===== src/rtl/instr_seq_ctrl.sv =====
// Multi-cycle instruction sequencer: PC, instruction register, gated reg-file write strobe.
// Optional performance counters enabled by defining INSTR_SEQ_PERF_CNT_EN.
module instr_seq_ctrl #(
  parameter logic [31:0] RESET_PC = 32'h0000_0000,
  parameter logic [31:0] PC_STEP  = 32'd1,
  parameter int          TIMEOUT  = 15
) (
  input  logic        clk,
  input  logic        rst_n,
  input  logic        start,
  input  logic [31:0] last_pc,
  output logic        imem_req,
  output logic [31:0] imem_addr,
  input  logic        imem_ack,
  input  logic [31:0] imem_rdata,
  output logic [31:0] ir,
  output logic        ir_valid,
  input  logic        rf_we_req,
  output logic        rf_we,
  output logic [31:0] pc,
  output logic        busy,
  output logic        halted,
  output logic        error,
  output logic [31:0] cycle_cnt,
  output logic [31:0] instret_cnt
);

  typedef enum logic [2:0] {S_IDLE, S_FETCH, S_EXEC, S_HALT, S_ERROR} state_t;

  localparam logic [7:0] TO_LIM = 8'(TIMEOUT);

  state_t      state, state_nxt;
  logic [7:0]  tcnt, tcnt_nxt;
  logic [31:0] pc_nxt, ir_nxt;

  always_ff @(posedge clk or negedge rst_n) begin
    if (!rst_n) begin
      state <= S_IDLE;
      pc    <= RESET_PC;
      ir    <= 32'h0;
      tcnt  <= 8'h0;
    end else begin
      state <= state_nxt;
      pc    <= pc_nxt;
      ir    <= ir_nxt;
      tcnt  <= tcnt_nxt;
    end
  end

  always_comb begin
    state_nxt = state;
    pc_nxt    = pc;
    ir_nxt    = ir;
    tcnt_nxt  = tcnt;
    case (state)
      S_IDLE: if (start) begin
        tcnt_nxt  = 8'h0;
        state_nxt = S_FETCH;
      end
      S_FETCH: if (imem_ack) begin
        ir_nxt    = imem_rdata;
        tcnt_nxt  = 8'h0;
        state_nxt = S_EXEC;
      end else begin
        // an ack in the cycle the limit is reached still wins (checked first)
        tcnt_nxt = tcnt + 8'd1;
        if (tcnt_nxt == TO_LIM) state_nxt = S_ERROR;
      end
      S_EXEC: if (pc == last_pc) begin
        state_nxt = S_HALT;
      end else begin
        pc_nxt    = pc + PC_STEP;
        state_nxt = S_FETCH;
      end
      S_HALT: if (start) begin
        pc_nxt    = RESET_PC;
        tcnt_nxt  = 8'h0;
        state_nxt = S_FETCH;
      end
      S_ERROR: state_nxt = S_ERROR;
      default: state_nxt = S_IDLE;
    endcase
  end

  // decoded straight from state so reset drops imem_req without waiting for a clock
  assign imem_req  = (state == S_FETCH);
  assign imem_addr = pc;
  assign ir_valid  = (state == S_EXEC);
  assign rf_we     = ir_valid & rf_we_req;
  assign busy      = (state == S_FETCH) | (state == S_EXEC);
  assign halted    = (state == S_HALT);
  assign error     = (state == S_ERROR);

`ifdef INSTR_SEQ_PERF_CNT_EN
  logic restart;
  assign restart = halted & start;

  always_ff @(posedge clk or negedge rst_n) begin
    if (!rst_n) begin
      cycle_cnt   <= 32'h0;
      instret_cnt <= 32'h0;
    end else if (restart) begin
      cycle_cnt   <= 32'h0;
      instret_cnt <= 32'h0;
    end else begin
      if (busy)     cycle_cnt   <= cycle_cnt + 32'd1;
      if (ir_valid) instret_cnt <= instret_cnt + 32'd1;
    end
  end
`else
  assign cycle_cnt   = 32'h0;
  assign instret_cnt = 32'h0;
`endif

endmodule


===== config.mk =====
export PLATFORM = sky130hd
export DESIGN_NAME = instr_seq_ctrl
export DESIGN_NICKNAME = d
export VERILOG_FILES = /design/src/rtl/instr_seq_ctrl.sv
export SDC_FILE = /design/constraint.sdc
export NUM_CORES = 1
export LEC_CHECK = 0
export BUFFER_PORTS_ARGS = -buffer_cell sky130_fd_sc_hd__buf_2
export CORE_UTILIZATION = 51
export DETAILED_ROUTE_END_ITERATION = 8
export HOLD_SLACK_MARGIN = 0.12
export MAX_ROUTING_LAYER = met4
export PLACE_DENSITY = 0.87
export SLEW_MARGIN = 20
export SYNTH_ARGS = -nofsm -noshare
export SYNTH_HDL_FRONTEND = slang
export SYNTH_SLANG_ARGS = --single-unit

===== constraint.sdc =====
create_clock -name clk -period 4.66 [get_ports clk]
set_clock_uncertainty 0.05 [all_clocks]
set_input_delay 0.233 -clock clk [delete_from_list [all_inputs] [get_ports clk]]
set_output_delay 0.233 -clock clk [all_outputs]
set_load 0.05 [all_outputs]

; Word-level counts from Yosys, hierarchy flattened
; Index checks and enable logic that the tools add are counted.
[classes]
add_sub_neg = 2
eq_ne = 10
n_mux = 11
bitwise_logic = 2
n_reduce_logical = 8
[ops]
columns = operator, n
row1 = two-way mux 32 bit, 2
row2 = case mux 32 bit (2 select lines), 1
row3 = "adder 32 x 1 -> 32 bit, second input constant", 1
row4 = equality test 32 bit, 1
row5 = two-way mux 8 bit, 2
row6 = case mux 8 bit (2 select lines), 1
row7 = case mux 3 bit (4 select lines), 1
row8 = two-way mux 3 bit, 3
row9 = "adder 8 x 1 -> 8 bit, second input constant", 1
row10 = "equality test 8 x 4 -> 1 bit, second input constant", 1
row11 = "equality test 3 x 2 -> 1 bit, second input constant", 2
row12 = AND reduction 2 bit, 3
row13 = "!= test 2 bit, second input constant", 2
row14 = nonzero test 2 bit, 2
row15 = "equality test 3 x 1 -> 1 bit, second input constant", 1
row16 = "equality test 3 bit, second input constant", 1
row17 = logical NOT 3 bit, 1
row18 = "!= test 3 x 1 -> 1 bit, second input constant", 1
row19 = AND reduction 3 bit, 1
row20 = two-way mux 2 bit, 1
row21 = "!= test 2 x 1 -> 1 bit, second input constant", 1
row22 = OR reduction 2 bit, 1
row23 = AND 1 bit, 1
row24 = bitwise OR 1 bit, 1
[totals]
register_bits = 75
input_bits = 69
out_inout_bits = 166
word_cells = 37

; Logic depth before layout (Yosys ltp)
; Gate-level depths: netlist of run 1.
[depth]
depth_word = 5
ltp_mapped = 9
depth_no_buf = 7

; Worst setup path after synthesis of run 1
; Ideal clock, no wire load.
[synth_path]
path_kind = register to output
startpoint = register state[2]
endpoint = output rf_we
arrival_time_ns = 2.305
required_time_ns = 4.377
setup_slack_ns = 2.072
path_stages_with_launch = 8
path_buffers = 3
cell_sequence = dfrtp_1 > nand2b_1 > or2_1 > buf_6 > inv_2 > clkbuf_1 > clkbuf_1 > and2_1
[synth_between]
elab_chain_len = 2
[synth_rtl]
columns = element, line_no
row1 = "start, declared", 32  ; state_t state, state_nxt;
row2 = "start signal, assigned", 43  ; state <= state_nxt;
row3 = equality test 3 x 2 -> 1 bit, 88  ; assign ir_valid = (state == S_EXEC);
row4 = named net ir_valid, 17  ; output logic ir_valid,
row5 = AND 1 bit, 89  ; assign rf_we = ir_valid & rf_we_req;
row6 = "end, declared", 19  ; output logic rf_we,
; The timed path passes the listed nets, and every way through them passes these cells.

; Worst setup path after layout of run 1
[layout_path]
startpoint = register pc[9] (netlist: imem_addr[9])
endpoint = register pc[26] (netlist: imem_addr[26])
[layout_between]
elab_chain_len = 3
elab_cells_between_ends = 6
cone_classes = 1 x add/sub / 2 x eq/ne / 2 x mux / 1 x reduce/logical
[layout_rtl]
columns = element, line_no
row1 = "start, declared", 20  ; output logic [31:0] pc,
row2 = "start signal, assigned", 44  ; pc <= pc_nxt;
row3 = adder 32 x 1 -> 32 bit / equality test 32 bit (equally long branches), "72, 69"
row4 = two-way mux 32 bit / != test 2 bit (equally long branches), n/a
row5 = case mux 32 bit (2 select lines) / AND reduction 3 bit (equally long branches), n/a
; Several ways; a longest one is shown, not always the timed one. The select of a mux whose other input is x is not followed.
; A chain may end at the register's enable or synchronous reset.

==> impl_metrics.ini, run 1 <==
[global_route]
grt_pass1_vias = 4090
overflow = 0
antenna_found_initial = 0
grt_first_pass_wirelength_microns = 19660
grt_start_max_net_pins = 76
grt_use_total = 0.2613

[worst_setup_path]
worstSetupEndpointType = flop
required_ns = 4.90
ff2ff_setup_slack_ns = 1.71
timing.critical_path.buf_inv = 0
cpPeakStageDelay_ns = 0.75
worstSetupPathType = flop to flop
arrival_ns = 3.18
worstPathMaxFanout = 24
path_cells = xnor2_1, nand4_1, nor4_1, nand3_2, nand2_1, a221o_1
critical_path_depth = 6
reg2reg_depth = 6
startpoint_type = flop
crit_family = simple AND/OR/NAND/NOR gates
cpMaxStageDelayCell = nand2_1

[clock_network]
cts_max_path_buffers = 2
cts_num_sinks = 75
cts_tree = yes
insertion_delay_ns = 0.35
ctsResizeCount = 0
h-tree-depth = 3
cts_made_buffers = 9
clock-root-buffer = clkbuf_8
clk_pin_slew_ns = 0.09
cts_setup_buffers = 0
cts_hold_buf = 33

[sta]
fin_tns_setup_ns = 0
whs_ns = 0.2028
setup_viol = 0
grt_setup_unrepaired = false
timing.final.hold_violations = 0
tightest_slew_ns = 0.9386
clock.fmax_mhz = 339.4
slew_viol_final = 0
fin_crit_ns = 2.947
relSlewSlack = 0.3743
finalCritPeriodShare = 0.6323

[layout]
area_growth_pct = 19.90
n_fill_cell = 757
drive_above_1_share = 0.3434
finalCoreUtilization = 0.6322
nets = 731
antenna_cells = 0

[yosys]
yosys-top-cells-area = dfrtp_1, buf_4, mux2_2
synth_top_area_share = 0.3852
yosysMostFrequentCell = buf_4
syn_area_sq_um = 4872
synth_flop_cell = dfrtp_1
synth_top_cells_by_count = buf_4, dfrtp_1, mux2_2, nand2_1, xnor2_1
synth_cells = 501
synth_warnings = 0
yosysTopAreaCell = dfrtp_1
ys_seq_area_frac = 0.3852
ys_seq_elements = 75
synth-edff-count = 0
synth_cell_types = 51
syn_area_per_cell_sq_um = 9.725
async_flop_share = 1.000

[pwr]
vdd_ir_drop_max_mv = 0.4557
p_leak_nw = 3.004
power.switching_mw = 2.186
power_mw = 3.976
pwr_density_cell_nw_per_um2 = 680.5
p_sw_frac = 0.5497
p_clk_frac = 0.153
seqPwrFrac = 0.291
p_int_mw = 1.790
p_comb_frac = 0.556

[min_path]
worst_hold_path_type = input pin to flop
hold_depth = 3

[floorplan]
core-area_sq_um = 9240
dieWidth_microns = 99.74
dieHeight_microns = 99.74
start_util = 0.5273
rows = 35
die_area_sq_um = 9948
io_pins = 235

[drt]
avgRoutedWirePerCell_microns = 15.83
routed_wl_microns = 12550
drcViolationCount = 0
vias = 4264
firstDrtPassIters = 7
viasPerCell = 5.377
antenna_left = 0
drt-initial-drc-count = 216

[placement]
place.port_buffers = 170
dp_hpwl_microns = 8599
place.gp.congestion = 0.8814

[status]
status = completed

[flow_run]
cap_violations = 0
power groups by stage:
| stage | Sequential [mW] | Clock (mW) | Combinational [mW] |
|---|---|---|---|
| 2_1_floorplan | 1.82 | 0 | 1.15 |
| 3_3_place_gp | 1.14 | 0 | 2.15 |
| 3_5_place_dp | 1.16 | 0 | 2.18 |
| 4_1_cts | 1.15 | 0.617 | 2.20 |
| 5_1_grt | 1.20 | 0.646 | 2.31 |
| 6_report | 1.16 | 0.608 | 2.21 |
kinds of logic after synthesis:
group	count (synthesis)	synth area share
AND/OR/NAND/NOR	152	0.1723
buffers and inverters	128	0.1834
AO/OA/AOI/OAI	76	0.1153
flip-flops	75	0.3852
XOR/XNOR	33	0.05932
multiplexers	32	0.07396
adder cells (fa/ha/maj)	4	0.009760
other	1	0.0007697
cells in the final DEF (no fill, tap or decap), types with 5 or more instances in the layout:
cell type / instances
a21o_1: 12
a221o_1: 11
and2_1: 6
and3_1: 19
buf_2: 169
clkbuf_8: 9
conb_1: 64
dfrtp_1: 75
dlygate4sd3_1: 33
inv_1: 6
mux2_2: 32
nand2_1: 31
nand3_1: 29
nand4_1: 13
nor2_1: 12
nor3_1: 11
nor4_1: 5
o21ai_0: 21
o31ai_1: 5
o41ai_1: 11
xnor2_1: 31
area by class of cell:
| cell class | instances | area, sq um | share of cell area |
|---|---|---|---|
| Clock inverter | 6 | 112.6 | 0.01928 |
| Timing Repair Buffer | 205 | 1199 | 0.2052 |
| Multi-Input combinational cell | 361 | 2338 | 0.4003 |
| Sequential cell | 75 | 1877 | 0.3213 |
| Inverter | 7 | 26.28 | 0.004498 |
| Tap cell | 129 | 161.4 | 0.02763 |
| Clock buffer | 10 | 127.6 | 0.02185 |
flip-flops by register name (all words and copies together) (netlist names):
| name | cells |
|---|---|
| state | 3 |
| imem_addr | 32 |
| tcnt | 8 |
| ir | 32 |
worst min-delay path, stage by stage:
cell and delay (ns):
buf_2 0.12, o21ai_0 0.09, o211a_1 0.12
through the flow:
step                cell area, sq um  worst slack [ns]  std cells
detailed placement              5271             1.730        744
finish                          5842             1.713        793
floorplan                       5109             2.072        564
global route                    5842             1.512        793
global placement                5271             1.771        744
CTS                             5842             1.735        793
worst paths after layout:
path	from	endpoint
worst max register to register	imem_addr[9]	imem_addr[26]
worst min-delay path	imem_ack	state[2]
min in group asynchronous	rst_n	ir[12]
max in group asynchronous	rst_n	ir[11]
worst min register to register	tcnt[7]	tcnt[7]
worst max-delay path	imem_addr[9]	imem_addr[26]
layer usage:
layer | part of all wire | track usage | vias up
met5 | 0 | - | -
met4 | 0.023 | 0.1176 | 0
met3 | 0.077 | 0.04427 | 25
met2 | 0.52 | 0.4578 | 246
met1 | 0.38 | 0.2910 | 2044
li1 | - | - | 1949
Power figures use the tool's default switching activity.
==> inputs of run 2 (changes only) <==
--- a/config.mk
+++ b/config.mk
@@ -6,11 +6,11 @@
 export NUM_CORES = 1
 export LEC_CHECK = 0
 export BUFFER_PORTS_ARGS = -buffer_cell sky130_fd_sc_hd__buf_2
-export CORE_UTILIZATION = 51
+export CORE_UTILIZATION = 43
 export DETAILED_ROUTE_END_ITERATION = 8
 export HOLD_SLACK_MARGIN = 0.12
 export MAX_ROUTING_LAYER = met4
-export PLACE_DENSITY = 0.87
+export PLACE_DENSITY = 0.78
 export SLEW_MARGIN = 20
 export SYNTH_ARGS = -nofsm -noshare
 export SYNTH_HDL_FRONTEND = slang
==> constraint.sdc (replaced) <==
create_clock -name clk -period 2.5 [get_ports clk]
set_clock_uncertainty 0.05 [all_clocks]
set_input_delay 0.125 -clock clk [delete_from_list [all_inputs] [get_ports clk]]
set_output_delay 0.125 -clock clk [all_outputs]
set_load 0.05 [all_outputs]
==> impl_metrics.ini, run 2 (same netlist as run 1, synthesis figures left out) <==
[status]
status = completed

[layout]
n_fill_cell = 916
drive_above_1_share = 0.3616
finalCoreUtilization = 0.5568
area_growth_pct = 24.96
nets = 750
final_common_cell = buf_2
final_cell_mix = buf_2, dfrtp_1, conb_1
fin_area_sq_um = 6088
antenna_cells = 0

[sta]
timing.final.hold_violations = 0
relSlewSlack = 0.5007
fin_tns_setup_ns = 0
clock.fmax_mhz = 418.5
worst_slack_ns = 0.1107
tightest_slew_ns = 0.7489
grt_setup_unrepaired = false
slew_viol_final = 0
finalCritPeriodShare = 0.9557
fin_crit_ns = 2.389
setup_viol = 0

[min_path]
worst_hold_path_type = input pin to flop

[global_route]
antenna_found_initial = 0
overflow = 0
grt_first_pass_wirelength_microns = 20280
grt_use_total = 0.2302
grt_start_max_net_pins = 44
grt_pass1_vias = 3994

[worst_setup_path]
worstSetupPathType = flop to primary output
worstSetupEndpointType = primary output
path_cells = nand2b_1, or2_1, buf_4, inv_2, and2_1, buf_2
arrival_ns = 2.21
cpMaxStageDelayCell = dfrtp_1
startpoint_type = flop
worstPathMaxFanout = 33
cpPeakStageDelay_ns = 0.42
timing.critical_path.buf_inv = 3
crit_family = buffers and inverters
required_ns = 2.33

[floorplan]
rows = 38
io_pins = 235
start_util = 0.4455
die_area_sq_um = 11760
dieHeight_microns = 108.4
core-area_sq_um = 10940
dieWidth_microns = 108.4

[drt]
antenna_left = 0
drcViolationCount = 0
highest_layer = met4
met1_length_microns = 5232
avgRoutedWirePerCell_microns = 15.75
firstDrtPassIters = 5
routed_wl_microns = 12970
routed-wl-met2_microns = 6468
drt-initial-drc-count = 315
viasPerCell = 5.260
vias = 4329
met3_wirelength_microns = 971

[placement]
place_area_sq_um = 5423
place.port_buffers = 170
dp_hpwl_microns = 9032
place.gp.congestion = 0.8687
dp_slack_ns = 0.1556

[clock_network]
cts_max_path_buffers = 2
clock-root-buffer = clkbuf_16
cts_made_buffers = 9
cts_num_sinks = 75
cts_tree = yes
insertion_delay_ns = 0.35
clk_pin_slew_ns = 0.06
h-tree-depth = 3

[pwr]
p_leak_nw = 3.136
power_mw = 7.741
pwr_density_cell_nw_per_um2 = 1272
vdd_ir_drop_max_mv = 0.8935

[flow_run]
cap_violations = 0
[run 2: changes by cell type in the layout (fill, tap and decap cells not counted), sizes merged]
cell         before  now
inv               8   11
dlygate4sd3      33   35
clkinvlp          0    1
bufinv            3    1
clkbuf           10    9
clkinv            2    1
buf             172  189
[run 2: stage by stage]
stage	std cells	hold slack, ns
after detailed placement	772	0.1923
after global routing	823	0.2733
after CTS	823	0.2450
after global placement	772	0.1621
after floorplan	564	-0.2206
final	823	0.2496
[run 2: what timing repair did]
action | in CTS | in global routing
endpoints found under the setup margin | 0 | 2
hold endpoints to repair | 69 | 0
resized for setup | 0 | 1
hold buffers | 35 | 0
buffers inserted | 0 | 0
[run 2: layer usage]
metal  GRT usage  vias up
met5           -        -
met4     0.09170        0
met3     0.04822       23
met2      0.3757      235
met1      0.2771     2080
li1            -     1991
[run 2: worst reg2reg max path: stages (launching register included)]
cell and delay (ns):
dfrtp_1 0.51, xnor2_1 0.29, nand4_1 0.15, nor3_1 0.35, and3_2 0.35, buf_4 0.19, nor4_1 0.06, a211o_1 0.23
[run 2: final cells by class]
cell class              instances  area, sq um  area share
flip-flops and latches         75         1877      0.3083
inverters                       7        26.28    0.004316
clock inverters                 7        88.84     0.01459
repair buffers                224         1356      0.2228
well taps                     140        175.2     0.02877
multi-input cells             361         2340      0.3843
clock buffers                   9        225.2     0.03699
[run 2: power by group]
part	internal [mW]	switching [mW]	total, mW
logic	1.10	3.18	4.28
clock network	0.800	0.587	1.39
registers	1.64	0.429	2.07
total	3.55	4.20	7.74
[run 2: final timing paths]
kind                          startpoint             to  slack (ns)  cells after the start
max                             state[2]          rf_we        0.11                      6
min                           last_pc[1]       state[1]        0.25                      6
max reg2reg                imem_addr[17]  imem_addr[21]        0.21                      7
min reg2reg                        ir[9]          ir[9]        0.46                      1
max in group asynchronous          rst_n   imem_addr[5]        1.36                      3
min in group asynchronous          rst_n         ir[30]        0.33                      2
==> inputs of run 3 (changes only) <==
--- a/config.mk
+++ b/config.mk
@@ -6,11 +6,12 @@
 export NUM_CORES = 1
 export LEC_CHECK = 0
 export BUFFER_PORTS_ARGS = -buffer_cell sky130_fd_sc_hd__buf_2
-export CORE_UTILIZATION = 43
+export CAP_MARGIN = 20
+export CORE_UTILIZATION = 47
 export DETAILED_ROUTE_END_ITERATION = 8
 export HOLD_SLACK_MARGIN = 0.12
 export MAX_ROUTING_LAYER = met4
-export PLACE_DENSITY = 0.78
+export PLACE_DENSITY = 0.81
 export SLEW_MARGIN = 20
 export SYNTH_ARGS = -nofsm -noshare
 export SYNTH_HDL_FRONTEND = slang
==> constraint.sdc (replaced) <==
create_clock -name clk -period 2.65 [get_ports clk]
set_clock_uncertainty 0.05 [all_clocks]
set_input_delay 0.1325 -clock clk [delete_from_list [all_inputs] [get_ports clk]]
set_output_delay 0.1325 -clock clk [all_outputs]
set_load 0.05 [all_outputs]
==> impl_metrics.ini, run 3 (same netlist as run 1, synthesis figures left out) <==
[pwr]
pwr_density_cell_nw_per_um2 = 1165
vdd_ir_drop_max_mv = 0.8687
power_mw = 6.841
p_leak_nw = 3.021

[sta]
finalCritPeriodShare = 0.9289
whs_ns = 0.4081
clock.fmax_mhz = 406.2
grt_setup_unrepaired = true
setup_viol = 0
fin_tns_setup_ns = 0
fin_crit_ns = 2.462
slew_viol_final = 0
relSlewSlack = 0.3666
timing.final.hold_violations = 0
tightest_slew_ns = 0.9502

[drt]
firstDrtPassIters = 5
routed_wl_microns = 12640
drcViolationCount = 0
avgRoutedWirePerCell_microns = 15.71
viasPerCell = 5.222
met3_wirelength_microns = 912
highest_layer = met4
routed-wl-met2_microns = 6395
met1_length_microns = 5133
drt-initial-drc-count = 207
antenna_left = 0
vias = 4204

[layout]
nets = 739
n_fill_cell = 857
area_growth_pct = 20.52
antenna_cells = 0
fin_area_sq_um = 5872
final_common_cell = buf_2
drive_above_1_share = 0.3497
final_cell_mix = buf_2, dfrtp_1, conb_1

[worst_setup_path]
arrival_ns = 2.70
reg2reg_depth = 7
worstSetupEndpointType = flop
worstSetupPathType = flop to flop
timing.critical_path.buf_inv = 1
ff2ff_setup_slack_ns = 0.19
worstReg2RegEnd = imem_addr[4]
worstPathMaxFanout = 15
cpPeakStageDelay_ns = 0.48
path_cells = xnor2_1, nand4_1, nor4_2, nand3_2, nand2_1, buf_4, a221o_1
crit_family = simple AND/OR/NAND/NOR gates
startpoint_type = flop
r2r_start = imem_addr[9]
required_ns = 2.89
cpMaxStageDelayCell = dfrtp_1

[clock_network]
insertion_delay_ns = 0.35
cts_num_sinks = 75
h-tree-depth = 3
clk_pin_slew_ns = 0.08
cts_made_buffers = 9
cts_max_path_buffers = 2
clock-root-buffer = clkbuf_8
cts_tree = yes
cts_setup_buffers = 0

[flow_run]
cap_violations = 0

[status]
status = completed

[floorplan]
io_pins = 235
dieWidth_microns = 103.8
rows = 36
core-area_sq_um = 9910
start_util = 0.4917
dieHeight_microns = 103.8
die_area_sq_um = 10780

[global_route]
grt_pass1_vias = 4070
grt_first_pass_wirelength_microns = 20500
overflow = 0
antenna_found_initial = 0
grt_use_total = 0.2463
grt_start_max_net_pins = 76

[placement]
place_area_sq_um = 5321
dp_hpwl_microns = 8945
place.port_buffers = 170
place.gp.congestion = 0.8835

[min_path]
hold_depth = 6
worst_hold_path_type = input pin to flop
min_to = state[1]
hp-start = last_pc[1]
## run 3: cell types whose count changed in the layout (fill, tap and decap cells not counted), sizes merged
cell / previous run / this run
clkbuf: 9 / 11
clkinv: 1 / 3
buf: 189 / 178
inv: 11 / 7
## run 3: final cells by class
| class | instances | area [sq um] | share of cell area |
|---|---|---|---|
| multi-input cells | 361 | 2345 | 0.3993 |
| flip-flops and latches | 75 | 1877 | 0.3196 |
| repair buffers | 213 | 1264 | 0.2152 |
| well taps | 133 | 166.4 | 0.02834 |
| clock buffers | 11 | 141.4 | 0.02408 |
| clock inverters | 5 | 52.55 | 0.008950 |
| inverters | 7 | 26.28 | 0.004475 |
## run 3: timing repair
| item | in CTS | in global routing |
|---|---|---|
| setup endpoints to repair | 0 | 28 |
| resized for setup | 0 | 1 |
| hold endpoints to repair | 112 | 0 |
| hold buffers | 35 | 0 |
## run 3: through the flow
stage / std cells / util / worst slack (ns)
final: 805 / 0.5926 / 0.1883
after global routing: 805 / 0.5926 / -0.009648
after CTS: 805 / 0.5919 / 0.03990
after detailed placement: 754 / 0.5370 / 0.04421
after global placement: 754 / 0.5370 / 0.1080
after floorplan: 564 / - / 0.1627
## run 3: routing by layer
metal,GRT usage,vias to the layer above
met5,-,-
met4,0.07449,0
met3,0.05223,17
met2,0.4071,222
met1,0.3023,2010
li1,-,1955
## run 3: where the power goes
| group | leakage, nW | switching, mW | internal [mW] |
|---|---|---|---|
| logic | 1.96 | 2.94 | 1.00 |
| clock network | 0.0991 | 0.425 | 0.456 |
| registers | 0.966 | 0.471 | 1.55 |
| total | 3.02 | 3.84 | 3.01 |
## run 3: worst max-delay path by stage
stage | endpoint | cells past startpoint | from | slack (ns)
finish | imem_addr[4] | 7 | imem_addr[9] | 0.19
global route | imem_addr[4] | 7 | imem_addr[9] | -0.01
CTS | imem_addr[4] | 7 | imem_addr[9] | 0.04
detailed placement | imem_addr[4] | 7 | imem_addr[9] | 0.04
global placement | imem_addr[3] | 7 | imem_addr[9] | 0.11
floorplan | rf_we | 7 | state[2] | 0.16
## run 3: worst register-to-register path: cells and delay by family (launching register included)
kind / cells / cell delay (ns)
simple gates: 4 / 1.12
buf+inv: 1 / 0.22
compound gates: 1 / 0.18
flops: 1 / 0.48
xor+xnor: 1 / 0.35
